<file path="src/rtl/lch_pkg.sv">
// Shared encodings for the channel-LLR ping-pong controller.
// Covers the half-buffer states and the writer and decoder FSM states.
package lch_pkg;

    localparam int NUM_HALVES = 2;

    typedef enum logic [1:0] {
        H_EMPTY = 2'd0,
        H_FILL  = 2'd1,
        H_FULL  = 2'd2,
        H_DEC   = 2'd3
    } half_st_e;

    typedef enum logic {
        W_IDLE = 1'b0,
        W_FILL = 1'b1
    } wr_st_e;

    typedef enum logic {
        D_IDLE = 1'b0,
        D_BUSY = 1'b1
    } dec_st_e;

endpackage

</file>
<file path="src/rtl/lch_half_state.sv">
// Per-half state and frame-id storage. Writer and decoder requests are applied in one edge.
// full_cnt is computed from the next-state values so it changes in the same edge as the halves.
module lch_half_state
    import lch_pkg::*;
#(
    parameter int FID_W = 8
)
(
    input  logic                                wrclk,
    input  logic                                reset,
    input  logic                                wr_arm,
    input  logic                                wr_fill_done,
    input  logic                                wr_abort,
    input  logic                                wr_idx,
    input  logic [FID_W-1:0]                    wr_fid,
    input  logic                                rd_take,
    input  logic                                rd_free,
    input  logic                                rd_idx,
    output logic [NUM_HALVES-1:0][1:0]          half_st,
    output logic [NUM_HALVES-1:0][FID_W-1:0]    half_fid,
    output logic [1:0]                          full_cnt
);

    logic [NUM_HALVES-1:0][1:0]       half_st_q,  half_st_d;
    logic [NUM_HALVES-1:0][FID_W-1:0] half_fid_q, half_fid_d;
    logic [1:0]                       full_cnt_q, full_cnt_d;

    always_comb begin
        half_st_d  = half_st_q;
        half_fid_d = half_fid_q;
        full_cnt_d = 2'd0;
        for (int h = 0; h < NUM_HALVES; h++) begin
            // The two FSMs only ever target different halves, so both updates can land together.
            if (wr_idx == 1'(h)) begin
                if (wr_arm) begin
                    half_st_d[h] = H_FILL;
                end else if (wr_fill_done) begin
                    half_st_d[h]  = H_FULL;
                    half_fid_d[h] = wr_fid;
                end else if (wr_abort) begin
                    half_st_d[h] = H_EMPTY;
                end
            end
            if (rd_idx == 1'(h)) begin
                if (rd_take) begin
                    half_st_d[h] = H_DEC;
                end else if (rd_free) begin
                    half_st_d[h] = H_EMPTY;
                end
            end
            if (half_st_d[h] == H_FULL || half_st_d[h] == H_DEC) begin
                full_cnt_d = full_cnt_d + 2'd1;
            end
        end
    end

    always_ff @(posedge wrclk) begin
        if (reset) begin
            half_st_q  <= '0;
            half_fid_q <= '0;
            full_cnt_q <= 2'd0;
        end else begin
            half_st_q  <= half_st_d;
            half_fid_q <= half_fid_d;
            full_cnt_q <= full_cnt_d;
        end
    end

    assign half_st  = half_st_q;
    assign half_fid = half_fid_q;
    assign full_cnt = full_cnt_q;

endmodule

</file>
<file path="src/rtl/lch_pingpong_ctrl.sv">
// Ping-pong sequencer for the Lch buffer: arms the writer on a free half, hands full halves
// to the decoder, counts beats dropped while no half is armed and aborts stalled fills.
module lch_pingpong_ctrl
    import lch_pkg::*;
#(
    parameter int TIMEOUT_CYC = 4096,
    parameter int FID_W       = 8,
    parameter int DROP_W      = 16
)
(
    input  logic              wrclk,
    input  logic              reset,
    input  logic              frame_lock,
    input  logic              input_en,
    input  logic              wr_done,
    input  logic              dec_done,
    output logic              start_read,
    output logic              wr_addr_high,
    output logic              dec_start,
    output logic              dec_half,
    output logic [FID_W-1:0]  dec_fid,
    output logic [1:0]        full_cnt,
    output logic [DROP_W-1:0] drop_cnt,
    output logic              overflow,
    output logic              err_timeout
);

    localparam int IDLE_W = $clog2(TIMEOUT_CYC);
    localparam logic [IDLE_W-1:0] IDLE_LAST = IDLE_W'(TIMEOUT_CYC - 1);

    wr_st_e              w_st_q, w_st_d;
    dec_st_e             d_st_q, d_st_d;
    logic                wr_ptr_q, wr_ptr_d;
    logic                rd_ptr_q, rd_ptr_d;
    logic [FID_W-1:0]    fid_cnt_q, fid_cnt_d;
    logic [IDLE_W-1:0]   idle_q, idle_d;
    logic                start_read_q, start_read_d;
    logic                wr_addr_high_q, wr_addr_high_d;
    logic                err_timeout_q, err_timeout_d;
    logic                dec_start_q, dec_start_d;
    logic                dec_half_q, dec_half_d;
    logic [FID_W-1:0]    dec_fid_q, dec_fid_d;
    logic [DROP_W-1:0]   drop_cnt_q, drop_cnt_d;
    logic                overflow_q, overflow_d;

    logic wr_arm, wr_fill_done, wr_abort, rd_take, rd_free;
    logic [NUM_HALVES-1:0][1:0]       half_st;
    logic [NUM_HALVES-1:0][FID_W-1:0] half_fid;

    lch_half_state #(.FID_W(FID_W)) u_half (
        .wrclk        (wrclk),
        .reset        (reset),
        .wr_arm       (wr_arm),
        .wr_fill_done (wr_fill_done),
        .wr_abort     (wr_abort),
        .wr_idx       (wr_ptr_q),
        .wr_fid       (fid_cnt_q),
        .rd_take      (rd_take),
        .rd_free      (rd_free),
        .rd_idx       (rd_ptr_q),
        .half_st      (half_st),
        .half_fid     (half_fid),
        .full_cnt     (full_cnt)
    );

    always_comb begin
        w_st_d         = w_st_q;
        wr_ptr_d       = wr_ptr_q;
        fid_cnt_d      = fid_cnt_q;
        idle_d         = idle_q;
        start_read_d   = start_read_q;
        wr_addr_high_d = wr_addr_high_q;
        err_timeout_d  = 1'b0;
        wr_arm         = 1'b0;
        wr_fill_done   = 1'b0;
        wr_abort       = 1'b0;
        case (w_st_q)
            W_IDLE: begin
                if (half_st[wr_ptr_q] == H_EMPTY) begin
                    wr_arm         = 1'b1;
                    start_read_d   = 1'b1;
                    wr_addr_high_d = wr_ptr_q;
                    idle_d         = '0;
                    w_st_d         = W_FILL;
                end
            end
            W_FILL: begin
                // A completion in the timeout cycle still counts as a good fill.
                if (wr_done) begin
                    wr_fill_done = 1'b1;
                    fid_cnt_d    = fid_cnt_q + FID_W'(1);
                    wr_ptr_d     = ~wr_ptr_q;
                    start_read_d = 1'b0;
                    w_st_d       = W_IDLE;
                end else if (input_en) begin
                    idle_d = '0;
                end else if (idle_q == IDLE_LAST) begin
                    wr_abort      = 1'b1;
                    start_read_d  = 1'b0;
                    err_timeout_d = 1'b1;
                    w_st_d        = W_IDLE;
                end else begin
                    idle_d = idle_q + IDLE_W'(1);
                end
            end
            default: w_st_d = W_IDLE;
        endcase
    end

    always_comb begin
        d_st_d      = d_st_q;
        rd_ptr_d    = rd_ptr_q;
        dec_start_d = 1'b0;
        dec_half_d  = dec_half_q;
        dec_fid_d   = dec_fid_q;
        rd_take     = 1'b0;
        rd_free     = 1'b0;
        case (d_st_q)
            D_IDLE: begin
                if (half_st[rd_ptr_q] == H_FULL) begin
                    rd_take     = 1'b1;
                    dec_start_d = 1'b1;
                    dec_half_d  = rd_ptr_q;
                    dec_fid_d   = half_fid[rd_ptr_q];
                    d_st_d      = D_BUSY;
                end
            end
            D_BUSY: begin
                if (dec_done) begin
                    rd_free  = 1'b1;
                    rd_ptr_d = ~rd_ptr_q;
                    d_st_d   = D_IDLE;
                end
            end
            default: d_st_d = D_IDLE;
        endcase
    end

    always_comb begin
        drop_cnt_d = drop_cnt_q;
        overflow_d = overflow_q;
        if (frame_lock && input_en && !start_read_q) begin
            overflow_d = 1'b1;
            if (drop_cnt_q != {DROP_W{1'b1}}) begin
                drop_cnt_d = drop_cnt_q + DROP_W'(1);
            end
        end
    end

    always_ff @(posedge wrclk) begin
        if (reset) begin
            w_st_q         <= W_IDLE;
            d_st_q         <= D_IDLE;
            wr_ptr_q       <= 1'b0;
            rd_ptr_q       <= 1'b0;
            fid_cnt_q      <= '0;
            idle_q         <= '0;
            start_read_q   <= 1'b0;
            wr_addr_high_q <= 1'b0;
            err_timeout_q  <= 1'b0;
            dec_start_q    <= 1'b0;
            dec_half_q     <= 1'b0;
            dec_fid_q      <= '0;
            drop_cnt_q     <= '0;
            overflow_q     <= 1'b0;
        end else begin
            w_st_q         <= w_st_d;
            d_st_q         <= d_st_d;
            wr_ptr_q       <= wr_ptr_d;
            rd_ptr_q       <= rd_ptr_d;
            fid_cnt_q      <= fid_cnt_d;
            idle_q         <= idle_d;
            start_read_q   <= start_read_d;
            wr_addr_high_q <= wr_addr_high_d;
            err_timeout_q  <= err_timeout_d;
            dec_start_q    <= dec_start_d;
            dec_half_q     <= dec_half_d;
            dec_fid_q      <= dec_fid_d;
            drop_cnt_q     <= drop_cnt_d;
            overflow_q     <= overflow_d;
        end
    end

    // Writer and decoder must never hold the same half.
    a_no_shared_half: assert property (@(posedge wrclk) disable iff (reset)
        !((w_st_q == W_FILL) && (d_st_q == D_BUSY) && (wr_ptr_q == rd_ptr_q)));

    assign start_read   = start_read_q;
    assign wr_addr_high = wr_addr_high_q;
    assign dec_start    = dec_start_q;
    assign dec_half     = dec_half_q;
    assign dec_fid      = dec_fid_q;
    assign drop_cnt     = drop_cnt_q;
    assign overflow     = overflow_q;
    assign err_timeout  = err_timeout_q;

endmodule

</file>
<file path="config.mk">
export PLATFORM = sky130hd
export DESIGN_NAME = lch_pingpong_ctrl
export DESIGN_NICKNAME = d
export VERILOG_FILES = /design/src/rtl/lch_pkg.sv /design/src/rtl/lch_half_state.sv /design/src/rtl/lch_pingpong_ctrl.sv
export SDC_FILE = /design/constraint.sdc
export NUM_CORES = 1
export LEC_CHECK = 0
export CORE_MARGIN = 2
export CORE_UTILIZATION = 23
export CTS_CLUSTER_DIAMETER = 30
export DETAILED_ROUTE_END_ITERATION = 10
export PLACE_DENSITY = 0.42
export SLEW_MARGIN = 20
export SYNTH_ARGS = -nofsm -noshare
export SYNTH_HDL_FRONTEND = slang
export SYNTH_SLANG_ARGS = --single-unit
</file>
<file path="constraint.sdc">
create_clock -name wrclk -period 1.6 [get_ports wrclk]
set_input_delay 0.24 -clock wrclk [delete_from_list [all_inputs] [get_ports wrclk]]
set_output_delay 0.24 -clock wrclk [all_outputs]
set_load 0.01 [all_outputs]
</file>
# Word-level counts from Yosys, hierarchy flattened
# Index checks and enable logic that the tools add are counted.
totals:
  inputBits: 6
  mem_bits_ro: 0
  memories: 0
  wordCells: 107
  ramBits: 0
  ff_bits: 76
  latch_bits: 0
op_classes:
  n_lt_le_gt_ge: 2
  addsub: 4
  eq_ne: 12
  shift: 0
  bitwise_logic: 5
  multipliers: 0
  div: 0
  n_reduce_logical: 15
  n_mux: 50
ops:
  columns: ["op", "count"]
  rows:
  - ["two-way mux 12 bit", 4]
  - ["two-way mux 2 bit", 19]
  - ["one-hot mux 12 bit (2 select lines)", 1]
  - ["two-way mux 1 bit", 21]
  - ["adder 16 x 1 -> 16 bit, second input constant", 1]
  - ["two-way mux 8 bit", 2]
  - ["inequality test 16 bit, second input constant", 1]
  - ["adder 12 x 1 -> 12 bit, second input constant", 1]
  - ["== test 12 bit, second input constant", 1]
  - ["AND reduction 3 bit", 4]
  - ["== test 2 bit, second input constant", 5]
  - ["AND reduction 2 bit", 5]
  - ["adder 8 x 1 -> 8 bit, second input constant", 1]
  - ["inequality test 3 bit, second input constant", 2]
  - ["one-hot mux 1 bit (2 select lines)", 3]
  - ["inverter 1 bit", 5]
  - ["< comparator 1 x 2 -> 1 bit, second input constant", 2]
  - ["inequality test 2 bit, second input constant", 2]
  - ["inequality test 3 x 2 -> 1 bit, second input constant", 1]
  - ["adder 1 x 1 -> 2 bit, second input constant", 1]
  - ["logical AND 1 bit", 2]
  - ["logical NOT 2 bit", 1]
  - ["logical OR 1 bit", 2]
  - ["logical NOT 1 bit", 1]

# Longest topological paths before layout
# Gate-level depths: netlist (run 1).
logic_depth:
  depth_word: 17
  depth_mapped: 7
  ltp_nobuf: 6

# Modules after synthesis
# From an unflattened synthesis (run 1), not the netlist that was laid out.
unflattened:
  cells_unflattened: 396
  hier_area_um2: 3578.4
modules_own_cells:
  columns: ["mod", "cells_each", "n_inst", "seq_area_each_um2", "area_each_um2"]
  rows:
  - ["lch_pingpong_ctrl", 297, 1, 1081.0, 2626.3]
  - ["lch_half_state", 99, 1, 440.4, 952.2]

# Worst setup path after synthesis (run 1)
# OpenSTA, ideal clock, no wires.
synth_path:
  path_kind: "reg-to-reg"
  from: "register idle_q[0]"
  to: "register idle_q[6]"
  setup_slack_ns: -0.124
  arrival_ns: 1.651
  period_less_slack_ns: 1.724
  stages_incl_launch_ff: 8
  cell_sequence: "dfxtp_1 > ha_1 > nand3_1 > nor4_4 > o21a_4 > buf_6 > o21bai_4 > nor3_2"
synth_via:
  elab_chain_len: 5
  word_cells_on_any_way: 8
  cone_classes: "add/sub: 1; eq/ne: 2; mux: 4; reduce/logical: 1"
synth_rtl:
  columns: ["element", "line_no", "source"]
  rows:
  - ["from (decl)", "lch_pingpong_ctrl.sv:36", "logic [IDLE_W-1:0] idle_q, idle_d;"]
  - ["from (signal assigned)", "lch_pingpong_ctrl.sv:172", "idle_q <= idle_d;"]
  - ["adder 12 x 1 -> 12 bit", "lch_pingpong_ctrl.sv:103", "idle_d = idle_q + IDLE_W'(1);"]
  - ["two-way mux 12 bit", "lch_pingpong_ctrl.sv:97", "end else if (idle_q == IDLE_LAST) begin"]
  - ["two-way mux 12 bit", "lch_pingpong_ctrl.sv:95", "end else if (input_en) begin"]
  - ["two-way mux 12 bit", "lch_pingpong_ctrl.sv:89", "if (wr_done) begin"]
  - ["one-hot mux 12 bit (2 select lines)", "lch_pingpong_ctrl.sv:77", "case (w_st_q)"]
# Several ways; a longest one is shown, not always the timed one. The select of a mux whose other input is x is not followed.
# A chain may end at the register's enable or synchronous reset.

# Worst setup path after layout (run 1)
layout_path:
  from: "register idle_q[1]"
  to: "register idle_q[9]"
# The elaborated chain is that of the path after synthesis.

==> results.py, run 1 <==
metrics = {
    "yosys": {
        "synth_cell_types": 51,
        "synth_edf_count": 0,
        "synthTopCellsByCount": "dfxtp_1, nor2_1, nand2_1",
        "synth_area_um2": 3290,
        "synth_top_area_cell": "dfxtp_1",
        "netlist_instances": 362,
        "syn-mean-instance-area_um2": 9.09,
        "ys_warn_count": 0,
        "yosys_most_used_dff": "dfxtp_1",
        "syn-num-nets": 371,
        "synth_area_leaders": "dfxtp_1, nor2_1, nand2_1, a21oi_1, xnor2_1",
        "ys_ff_latch": 76,
        "ys_async_sr_fraction_pct": 0,
        "ys_seq_area_share_pct": 46.2,
        "synth.top_cell.area_share_pct": 46.2,
        "yosysMostFrequentCell": "dfxtp_1",
    },
    "global_route": {
        "grt_pass1_vias": 2920,
        "grtUsageMet2_pct": 18.8,
        "grt_pass1_wl_um": 14600,
        "grt_most_used_layer": "met2",
        "antenna_found_initial": 0,
        "grt_max_degree": 70,
        "met1_usage_pct": 17.1,
        "overflow": 0,
        "gr-usage-all-layers_pct": 12.5,
        "use_met3_pct": 2.88,
    },
    "final_layout": {
        "finalNonFillerCells": 658,
        "area_growth_syn_to_layout_pct": 48.8,
        "diodes": 0,
        "layout-drive-gt1-share_pct": 27.8,
        "stdcell_area_um2": 4900,
        "nNetsFinal": 482,
    },
    "critical_path": {
        "ff2ff_setup_slack_ns": -0.1,
        "startpoint": "idle_q[1]",
        "r2r-start": "idle_q[1]",
        "slowest_delay_ns": 0.49,
        "cp-start-kind": "register",
        "crit_end": "idle_q[9]",
        "r2r-end": "idle_q[9]",
        "critPathKind": "register to register",
        "cp_max_fo": 6,
        "path_depth": 7,
        "cp_slowest_cell": "or4_1",
        "end_kind": "register",
        "crit_chain": "ha_4 -> nand3_4 -> nor4_4 -> buf_4 -> o21a_4 -> or4_1 -> a21oi_2",
        "cp_num_buf_inv": 1,
        "cp_top_family": "simple AND/OR/NAND/NOR gates",
        "rr_worst_depth": 7,
        "worstPathRequired_ns": 1.87,
        "worstPathArrival_ns": 1.97,
    },
    "routing": {
        "drt_iter0_drc": 172,
        "wl_per_cell_um": 13.6,
        "viasPerCell": 4.57,
        "ant_nets": 0,
        "vias": 3008,
        "wl_um": 8940,
        "drc_errors": 0,
        "dr.pass1.iters": 5,
    },
    "placed_design": {
        "port_buffers": 37,
        "dpl-instance-area_um2": 4370,
        "placed_cells": 635,
        "gp_congestion": 0.763,
        "place_hpwl_um": 6020,
    },
    "timing": {
        "grt_setup_unrepaired": "true",
        "max_slew.worst_pin.slew_ns": 0.372,
        "skew_ns": 0.00722,
        "maxSlewViolCount": 0,
        "setup_viol": 6,
        "setup_slack_ns": -0.0959,
        "max_freq_ghz": 0.590,
        "whs_ns": 0.412,
        "hold_viol_final": 0,
        "slew-limit-headroom_pct": 74.9,
        "period_share_pct": 106,
        "fin_crit_ns": 1.70,
    },
    "power": {
        "power_mw": 5.69,
        "p_leak_nw": 1.98,
        "irDropWorstVdd_uv": 447,
        "power.density_nw_per_um2": 1160,
    },
    "floorplan": {
        "fp-row-count": 43,
        "pin_count": 38,
        "die_y_um": 124,
        "core_um2": 13900,
        "die_x_um": 124,
        "initial_utilization_pct": 23.6,
        "dieArea_um2": 15300,
    },
    "status": {
        "violations": "negative setup slack",
        "outcome": "complete, but fails checks",
    },
    "cts": {
        "clock_latency_ns": 0.34,
        "clk_path_buf_depth": 2,
        "cts_tree": "yes",
        "clock_sinks": 76,
        "cts-buffers-inserted": 9,
        "clkTransAtPathRegs_ns": 0.06,
        "root_buffer": "clkbuf_16",
        "htree_num_levels": 3,
    },
    "hold_path": {
        "hp-class": "primary input to register",
        "hold_depth": 3,
    },
    "run": {
        "cap_violations": 0,
    },
}
==> worst min path at each step <==
stage,slack (ns),to,from
final,0.41,fid_cnt_q[0],reset
after global routing,0.43,drop_cnt[13],reset
after CTS,0.41,u_half.half_st[1],reset
after detailed placement,0.45,u_half.half_fid[9],u_half.half_fid[9]
after global placement,0.45,u_half.half_fid[14],u_half.half_fid[14]
after floorplan,0.34,d_st_q,dec_done
==> worst min-delay path: stages <==
cell and delay [ns]:
buf_2 0.13, buf_12 0.20, nor2_1 0.12
==> power by group <==
part           total (mW)  internal (mW)  switching, mW
Clock                1.98           1.18          0.800
Combinational        1.56          0.816          0.747
Sequential           2.15           2.01          0.144
Total                5.69           4.00           1.69
==> metrics by stage <==
stage | TNS (ns) | setup slack (ns) | util, %
2_1_floorplan | -0.00386 | -0.00386 | -
3_3_place_gp | -16.08 | -0.444 | 31.3
3_5_place_dp | -16.79 | -0.486 | 31.3
4_1_cts | -0.846 | -0.122 | 34.4
5_1_grt | -1.47 | -0.135 | 35.1
6_report | -0.344 | -0.0959 | 35.1
==> registers in the layout, indices dropped and copies added, names as in the netlist, 2 cells and up <==
| name | flops |
|---|---|
| fid_cnt_q | 8 |
| u_half.full_cnt | 2 |
| u_half.half_st | 4 |
| idle_q | 12 |
| dec_fid | 8 |
| u_half.half_fid | 16 |
| drop_cnt | 16 |
==> area by class of cell <==
cell class | instances | area [um^2]
Fill cell | 1426 | 9040
Multi-Input combinational cell | 266 | 1820
Clock inverter | 3 | 20.0
Tap cell | 180 | 225
Sequential cell | 76 | 1530
Timing Repair Buffer | 116 | 1020
Inverter | 4 | 15.0
Clock buffer | 13 | 270
==> layer usage <==
layer	vias up	wire length, um
met5	-	0
met2	48	4090
met3	14	401
met1	1419	4270
li1	1527	-
met4	0	176
==> repair_timing <==
| action | 4_1_cts | 5_1_grt |
|---|---|---|
| pin swaps | 15 | 6 |
| buffers inserted | 6 | 0 |
| gates resized for setup | 17 | 33 |
| hold buffers | 0 | 0 |
| cloned | 1 | 0 |
| endpoints found under the setup margin | 20 | 57 |
==> layout by cell type, fill, tap and decap left out, types with 4 or more instances in the layout <==
cell / netlist / final
a21oi_1: 26 / 25
a222oi_1: 8 / 8
buf_4: 0 / 76
clkbuf_16: 0 / 9
clkdlybuf4s50_1: 0 / 21
dfxtp_1: 76 / 72
dfxtp_2: 0 / 4
dlymetal6s2s_1: 0 / 13
inv_1: 4 / 4
mux2i_1: 11 / 11
nand2_1: 35 / 34
nand3_1: 10 / 8
nand4_1: 7 / 7
nor2_1: 56 / 55
nor3_1: 8 / 8
o21ai_0: 13 / 9
o21ai_1: 0 / 4
o31ai_1: 5 / 5
or3_1: 5 / 5
xnor2_1: 14 / 14
xor2_1: 7 / 7
==> logic make-up after synthesis <==
family          after synthesis  synth area share, %
compound gates               67                 13.6
xor+xnor                     21                 5.59
fa+ha+maj                     3                 1.14
buf+inv                      21                 3.19
flops                        76                 46.2
mux                          11                 3.35
simple gates                163                 26.9
Power figures use the tool's default switching activity.
==> run 2, diff against run 1 <==
--- a/config.mk
+++ b/config.mk
@@ -5,6 +5,7 @@
 export SDC_FILE = /design/constraint.sdc
 export NUM_CORES = 1
 export LEC_CHECK = 0
+export ABC_CLOCK_PERIOD_IN_PS = 1600
 export CORE_MARGIN = 2
 export CORE_UTILIZATION = 23
 export CTS_CLUSTER_DIAMETER = 30
==> results of run 2 <==
Final layout, timing and power as in run 1 (identical DEF).
